$ cat src/rtl/spi_slave_sync_core.sv
// CPOL=0/CPHA=0 SPI slave with SPI pins synchronised into the clk domain.
// Build option: define MISO_TRISTATE_EN to float miso while the slave is IDLE.
module spi_slave_sync_core #(
  parameter int unsigned WIDTH       = 8,
  parameter int unsigned SYNC_STAGES = 2
) (
  input  logic             clk,
  input  logic             rst_n,
  input  logic             ss,
  input  logic             sclk,
  input  logic             mosi,
  output logic             miso,
  input  logic [0:WIDTH-1] sdat,
  output logic [WIDTH-1:0] mdat,
  output logic             ready
);

  localparam int unsigned CW = $clog2(WIDTH + 1);

  typedef enum logic [1:0] {
    IDLE  = 2'd0,
    LOAD  = 2'd1,
    DONE  = 2'd2,
    SHIFT = 2'd3
  } state_t;

  state_t state, state_d;

  logic [SYNC_STAGES-1:0] ss_sync_q, sclk_sync_q, mosi_sync_q;
  logic                   sclk_prev_q;
  logic                   ss_s, sclk_s, mosi_s;
  logic                   sclk_rise, sclk_fall;

  logic [WIDTH-1:0] rx_q, rx_d;
  logic [0:WIDTH-1] tx_q, tx_d;
  logic [CW-1:0]    cnt_q, cnt_d;
  logic [WIDTH-1:0] mdat_q, mdat_d;
  logic             ready_q, ready_d;
  logic             miso_q, miso_d;

  // mosi shares sclk's synchroniser depth so a detected rise samples the bit
  // that was stable at the physical edge.
  always_ff @(posedge clk or negedge rst_n) begin
    if (!rst_n) begin
      ss_sync_q   <= '0;
      sclk_sync_q <= '0;
      mosi_sync_q <= '0;
      sclk_prev_q <= 1'b0;
    end else begin
      ss_sync_q   <= {ss_sync_q[SYNC_STAGES-2:0], ss};
      sclk_sync_q <= {sclk_sync_q[SYNC_STAGES-2:0], sclk};
      mosi_sync_q <= {mosi_sync_q[SYNC_STAGES-2:0], mosi};
      sclk_prev_q <= sclk_sync_q[SYNC_STAGES-1];
    end
  end

  assign ss_s      = ss_sync_q[SYNC_STAGES-1];
  assign sclk_s    = sclk_sync_q[SYNC_STAGES-1];
  assign mosi_s    = mosi_sync_q[SYNC_STAGES-1];
  assign sclk_rise = sclk_s & ~sclk_prev_q;
  assign sclk_fall = ~sclk_s & sclk_prev_q;

  always_ff @(posedge clk or negedge rst_n) begin
    if (!rst_n) begin
      state <= IDLE;
    end else begin
      state <= state_d;
    end
  end

  always_comb begin
    state_d = state;
    if (!ss_s) begin
      state_d = IDLE;
    end else begin
      unique case (state)
        IDLE:    state_d = LOAD;
        LOAD:    state_d = SHIFT;
        SHIFT:   if (sclk_rise && cnt_q == CW'(WIDTH - 1)) state_d = DONE;
        DONE:    if (sclk_fall) state_d = SHIFT;
        default: state_d = IDLE;
      endcase
    end
  end

  // Deselect overrides any sclk edge seen in the same cycle; mdat is kept.
  always_comb begin
    rx_d    = rx_q;
    tx_d    = tx_q;
    cnt_d   = cnt_q;
    mdat_d  = mdat_q;
    ready_d = ready_q;
    miso_d  = miso_q;
    if (!ss_s) begin
      rx_d    = '0;
      cnt_d   = '0;
      ready_d = 1'b0;
      miso_d  = 1'b0;
    end else begin
      unique case (state)
        LOAD: begin
          tx_d    = sdat;
          miso_d  = sdat[0];
          cnt_d   = '0;
          ready_d = 1'b0;
        end
        SHIFT: begin
          if (sclk_rise) begin
            rx_d  = {rx_q[WIDTH-2:0], mosi_s};
            cnt_d = cnt_q + CW'(1);
            if (cnt_q == CW'(WIDTH - 1)) begin
              mdat_d  = {rx_q[WIDTH-2:0], mosi_s};
              ready_d = 1'b1;
            end
          end else if (sclk_fall && cnt_q != '0) begin
            tx_d   = {tx_q[1:WIDTH-1], 1'b0};
            miso_d = tx_q[1];
          end
        end
        DONE: begin
          if (sclk_fall) begin
            ready_d = 1'b0;
            tx_d    = sdat;
            miso_d  = sdat[0];
            cnt_d   = '0;
          end
        end
        default: ;
      endcase
    end
  end

  always_ff @(posedge clk or negedge rst_n) begin
    if (!rst_n) begin
      rx_q    <= '0;
      tx_q    <= '0;
      cnt_q   <= '0;
      mdat_q  <= '0;
      ready_q <= 1'b0;
      miso_q  <= 1'b0;
    end else begin
      rx_q    <= rx_d;
      tx_q    <= tx_d;
      cnt_q   <= cnt_d;
      mdat_q  <= mdat_d;
      ready_q <= ready_d;
      miso_q  <= miso_d;
    end
  end

  assign mdat  = mdat_q;
  assign ready = ready_q;

`ifdef MISO_TRISTATE_EN
  assign miso = (state == IDLE) ? 1'bz : miso_q;
`else
  assign miso = miso_q;
`endif

endmodule

$ cat config.mk
export PLATFORM = sky130hd
export DESIGN_NAME = spi_slave_sync_core
export DESIGN_NICKNAME = d
export VERILOG_FILES = /design/src/rtl/spi_slave_sync_core.sv
export SDC_FILE = /design/constraint.sdc
export NUM_CORES = 1
export LEC_CHECK = 0
export BUFFER_PORTS_ARGS = -buffer_cell sky130_fd_sc_hd__buf_2
export CORE_MARGIN = 5
export CORE_UTILIZATION = 46
export DETAILED_ROUTE_END_ITERATION = 8
export PLACE_DENSITY = 0.67
export SYNTH_ARGS = -nofsm -noshare
export SYNTH_HDL_FRONTEND = slang
export SYNTH_SLANG_ARGS = --single-unit
export TNS_END_PERCENT = 30
$ cat constraint.sdc
create_clock -name clk -period 4 [get_ports clk]
set_input_delay 0.8 -clock clk [delete_from_list [all_inputs] [get_ports clk]]
set_output_delay 0.8 -clock clk [all_outputs]
set_load 0.1 [all_outputs]
==> Yosys cells after proc, flatten, opt, wreduce, memory -nomap -nowiden <==
Cells that the tools add are included.
{ "totals": {"latchBits": 0, "inputBits": 13, "mem_count": 0, "ff_bits": 37, "mem_bits_rw": 0, "elab_cells": 69, "mem_bits_ro": 0, "output_inout_bits": 10} }
{ "op_classes": {"mul": 0, "n_shift": 0, "eq_ne": 16, "div_mod_pow": 0, "n_reduce_logical": 12, "addsub": 1, "mux": 25, "n_lt_le_gt_ge": 0, "bitwise_logic": 4} }
{ "op_table": {"columns": ["op", "count"], "rows": [
  ["2-to-1 mux 7 bit", 6],
  ["one-hot mux 7 bit (3 select lines)", 1],
  ["!= test 3 bit, second input constant", 6],
  ["2-to-1 mux 4 bit", 3],
  ["one-hot mux 4 bit (3 select lines)", 1],
  ["AND reduction 4 bit", 3],
  ["2-to-1 mux 1 bit", 8],
  ["one-hot mux 2 bit (4 select lines)", 1],
  ["2-to-1 mux 2 bit", 3],
  ["!= test 2 bit, second input constant", 3],
  ["one-hot mux 1 bit (3 select lines)", 2],
  ["AND reduction 5 bit", 1],
  ["adder 4 x 1 -> 4 bit, second input constant", 1],
  ["== test 2 bit, second input constant", 2],
  ["== test 4 x 3 -> 1 bit, second input constant", 1],
  ["!= test 2 x 1 -> 1 bit, second input constant", 2],
  ["!= test 4 x 1 -> 1 bit, second input constant", 1],
  ["AND reduction 2 bit", 2],
  ["nonzero test 4 bit", 1],
  ["AND reduction 3 bit", 1],
  ["nonzero test 3 bit", 1],
  ["bitwise AND 1 bit", 2],
  ["== test 2 x 1 -> 1 bit, second input constant", 1],
  ["logical AND 1 bit", 2],
  ["2 further kinds", 3]
]} }

==> Longest topological paths before layout <==
{ "depth": {"depth_word": 7, "depth_mapped": 7} }

==> Worst setup path after synthesis <==
Ideal clock, no wire load.
{ "synth_path": {"kind": "register to output", "from": "register ready_q (netlist: ready)", "to": "output port ready", "required_time_ns": 3.200, "stages_incl_launch_ff": 1, "arrival_ns": 0.898, "path_slack_ns": 2.302, "cell_sequence": "dfrtp_1"} }
{ "synth_lines": {"columns": ["item", "line_no", "text"], "rows": [
  ["from (decl)", "38", "logic ready_q, ready_d;"],
  ["from (signal assigned)", "146", "ready_q <= ready_d;"],
  ["to (decl)", "15", "output logic ready"]
]} }
No word-level cell between the ends.

==> Worst setup path in the final report <==
{ "layout_path": {"from": "register mdat_q[0] (netlist: mdat[0])", "to": "output port mdat[0]"} }
{ "layout_lines": {"columns": ["item", "line_no", "text"], "rows": [
  ["from (decl)", "37", "logic [WIDTH-1:0] mdat_q, mdat_d;"],
  ["from (signal assigned)", "145", "mdat_q <= mdat_d;"],
  ["to (decl)", "14", "output logic [WIDTH-1:0] mdat,"]
]} }
No word-level cell between the ends.

==> results.md <==
- Number of instances in the synthesized netlist: ~120
- Class of the tightest hold or removal check: register to register
- Number of different library cells in the post-synthesis netlist: 26
- Clock tree from TritonCTS: built
- Slew @ Worst Pin: a little under 0.8 ns
- Startpoint kind of the worst setup timing path: register
- Worst vdd ir: 0.256 mV
- Avg Cell Area, Syn: approximately 13 sq um
- Count of endpoints failing hold in the final timing report: 0
- Crit Reg-Reg Endpoint: mdat[0]
- Row count: 20
- Starting utilization of the core area: 0.490
- Max-cap viol count: 0
- Family with the most delay on the worst path: buffers and inverters
- Synth Net Count: around 130
- FF-to-FF Start: state[1]
- Fill cells: 295
- Area Growth Syn to Fin: 13.6%
- Accumulated negative setup slack: 0 ns
- Starting DRC count in detailed routing: 52
- Wire length of the first global-routing pass: just under 5 mm
- Hold path startpoint: mosi_sync_q[0]
- Number of warnings printed during yosys synthesis: 0
- Cell depth of the worst flop-to-flop path: 4
- Overflow left after global routing: 0
- Fraction of the yosys area taken by sequential cells: 0.609
- Number of top-level pins: 23
- Final critical path time including I/O delays and setup: between 1.5 and 2 ns
- H-Tree Level Count: 2
- Count of pins over their slew limit: 0
- Sequence of cells on the critical path: buf_2
- Largest incremental delay on the critical path: between 0.4 and 0.5 ns
- Cell area after placement: about 1700 sq um
- Register-to-Register Setup Slack: ~2.1 ns
- Area of the core: 3100 sq um
- Overall via count from detail_route: a little over 1000
- Via count of the first global-routing pass: between 1000 and 1500
- Number of antenna violations at the first check in global routing: 0
- # port buffers: 22
- Achievable Freq: 519 MHz
- Height of the die: roughly 67 microns
- Setup repair bufs after CTS: 0
- Maximum number of pins on one net before global-route repair: 38
- Final weighted congestion in routability-driven placement: about 0.78
- Average wire length per cell after detail routing: roughly 14 microns
- Slowest cell on crit path: sky130_fd_sc_hd__buf_2
- Static Leakage: around 0.00085 uW
- Antenna Violating Nets Remaining: 0
- Number of buffers inserted during clock tree synthesis: 5
- Cts hold-fix bufs: 0
- Final setup violating endpoints: 0
- Register area: 926 sq um
- Critical Setup Path Class: register to output pin
- Number of resized instances in the post-cts repair step: 0
- Clock buffer depth: 2
- Hold-critical path depth: 0
- Worst Path Max Fanout: 2
- Hold worst-path end: mosi_sync_q[1]
- Share of post-route cells with drive strength above 1: 0.285
- Die area: ~4600 sq um
- Flop and latch count out of synthesis: 37
- Final net count: ~160
- Required time at the endpoint of the critical path: between 3 and 4 ns
- DP HPWL: approximately 2 mm
- Die span in x: 67.5 microns
- Power density cells: between 300 and 400 nW/um^2
- CP endpoint kind: output pin
- First-pass detailed-route iteration total: 4
- Area used by multi-input combinational logic: ~560 sq um
- Clock slew at reported path FFs: roughly 0.090 ns
- Buffer cell driving the clock tree root: sky130_fd_sc_hd__clkbuf_4
- Clk_skew: 0.0116 ns
- Routed wire length: between 2 and 3 mm
- Overall Power: between 600 and 700 uW
- Diode insertion count for antenna repair: 0
- Clock latency on the worst-skew pair: approximately 0.33 ns
- Post-Syn Area: around 1500 sq um
- Run status: completed
- Number of buffers and inverters on the critical path: 1
- Final Cell Area: about 1700 sq um
- DRC violations left: 0
- Setup repair after global routing missed its margin: no
- CP arrival: ~1.1 ns
- Part of the cycle the worst path needs: 0.481
- Via-to-Cell Ratio: ~5.4
- GRT Util Overall: 0.145
- TritonCTS sink count: 37
- Relative slew margins: 0.477
==> power breakdown <==
group          internal [uW]  total, uW  switching [uW]
Combinational           23.6       61.9            38.3
Clock                   83.0        193             110
Sequential               394        408            13.8
==> metrics by stage <==
step / hold WS, ns / setup WS (ns) / utilization / instances
final: 0.355 / 2.07 / 0.556 / 188
after global routing: 0.365 / 1.97 / 0.556 / 188
after CTS: 0.359 / 2.05 / 0.556 / 188
after detailed placement: 0.336 / 2.12 / 0.539 / 181
after global placement: 0.334 / 2.20 / 0.539 / 181
after floorplan: 0.331 / 2.30 / - / 118
==> area by class of cell <==
class / count / share of cell area
sequential: 37 / 0.536
clock buffer: 7 / 0.0319
timing repair buffer: 22 / 0.0638
tap: 44 / 0.0319
inverter: 5 / 0.0109
multi-input combinational: 73 / 0.325
==> flip-flops by register name, indices dropped and copies added (netlist names) <==
register and count:
mosi_sync_q 2, sclk_prev_q 1, tx_q 7, miso 1, rx_q 7, cnt_q 4
mdat 8, sclk_sync_q 2, state 2, ss_sync_q 2, ready 1
==> cells by family (layout without fill, tap and decap cells) <==
group,after synthesis,in the layout,share of synthesized area
adder cells (fa/ha/maj),2,2,0.0165
AND/OR/NAND/NOR,28,28,0.110
XOR/XNOR,2,2,0.0115
buffers and inverters,8,34,0.0214
multiplexers,9,9,0.0667
AO/OA/AOI/OAI,32,32,0.165
flip-flops,37,37,0.609
==> worst max path at each step <==
stage	slack [ns]	cells after the start	end	from
after global routing	1.97	4	mdat[6]	state[1]
final	2.07	1	mdat[0]	mdat[0]
after floorplan	2.30	0	ready	ready
after global placement	2.20	4	mdat[2]	state[1]
after CTS	2.05	1	mdat[0]	mdat[0]
after detailed placement	2.12	4	mdat[2]	state[1]
==> Yosys cell counts <==
cell type	instances	area, sq um
sky130_fd_sc_hd__nand3b_1	1	7.51
sky130_fd_sc_hd__a211oi_1	2	15.0
sky130_fd_sc_hd__xnor2_1	2	17.5
sky130_fd_sc_hd__o21ai_0	1	5.00
sky130_fd_sc_hd__dfrtp_1	37	926
sky130_fd_sc_hd__nor3b_1	2	15.0
sky130_fd_sc_hd__and2_1	1	6.26
sky130_fd_sc_hd__a311oi_1	1	8.76
sky130_fd_sc_hd__nor3_2	1	10.0
sky130_fd_sc_hd__nand2_4	1	11.3
sky130_fd_sc_hd__and3b_1	2	17.5
sky130_fd_sc_hd__buf_2	2	10.0
sky130_fd_sc_hd__nor2_1	8	30.0
sky130_fd_sc_hd__ha_1	2	25.0
sky130_fd_sc_hd__a21oi_1	4	20.0
sky130_fd_sc_hd__a22oi_1	7	52.6
sky130_fd_sc_hd__nand3_1	2	10.0
sky130_fd_sc_hd__o21ai_2	1	8.76
sky130_fd_sc_hd__a22o_1	8	70.1
sky130_fd_sc_hd__clkbuf_1	1	3.75
sky130_fd_sc_hd__nor3_4	1	16.3
sky130_fd_sc_hd__inv_1	5	18.8
sky130_fd_sc_hd__o2bb2ai_1	8	70.1
sky130_fd_sc_hd__mux2_2	9	101
sky130_fd_sc_hd__nand2_1	5	18.8
sky130_fd_sc_hd__nand2b_1	4	25.0
==> layer usage <==
metal	up-vias	global-route usage	part of all wire
li1	477	-	-
met1	510	0.184	0.45
met2	18	0.227	0.49
met3	4	0.0566	0.046
met4	0	0.0456	0.012
met5	-	0	0
==> cells in the final DEF (no fill, tap or decap), types with 2 or more instances in the layout <==
cell	n
sky130_fd_sc_hd__o2bb2ai_1	8
sky130_fd_sc_hd__nand2_1	5
sky130_fd_sc_hd__a211oi_1	2
sky130_fd_sc_hd__nor3b_1	2
sky130_fd_sc_hd__a22o_1	8
sky130_fd_sc_hd__nand3_1	2
sky130_fd_sc_hd__nand2b_1	4
sky130_fd_sc_hd__mux2_2	9
sky130_fd_sc_hd__dfrtp_1	37
sky130_fd_sc_hd__a22oi_1	7
sky130_fd_sc_hd__a21oi_1	4
sky130_fd_sc_hd__and3b_1	2
sky130_fd_sc_hd__ha_1	2
sky130_fd_sc_hd__xnor2_1	2
sky130_fd_sc_hd__clkbuf_4	5
sky130_fd_sc_hd__buf_2	22
sky130_fd_sc_hd__inv_1	5
sky130_fd_sc_hd__nor2_1	8
(Power assumes the default switching activity.)
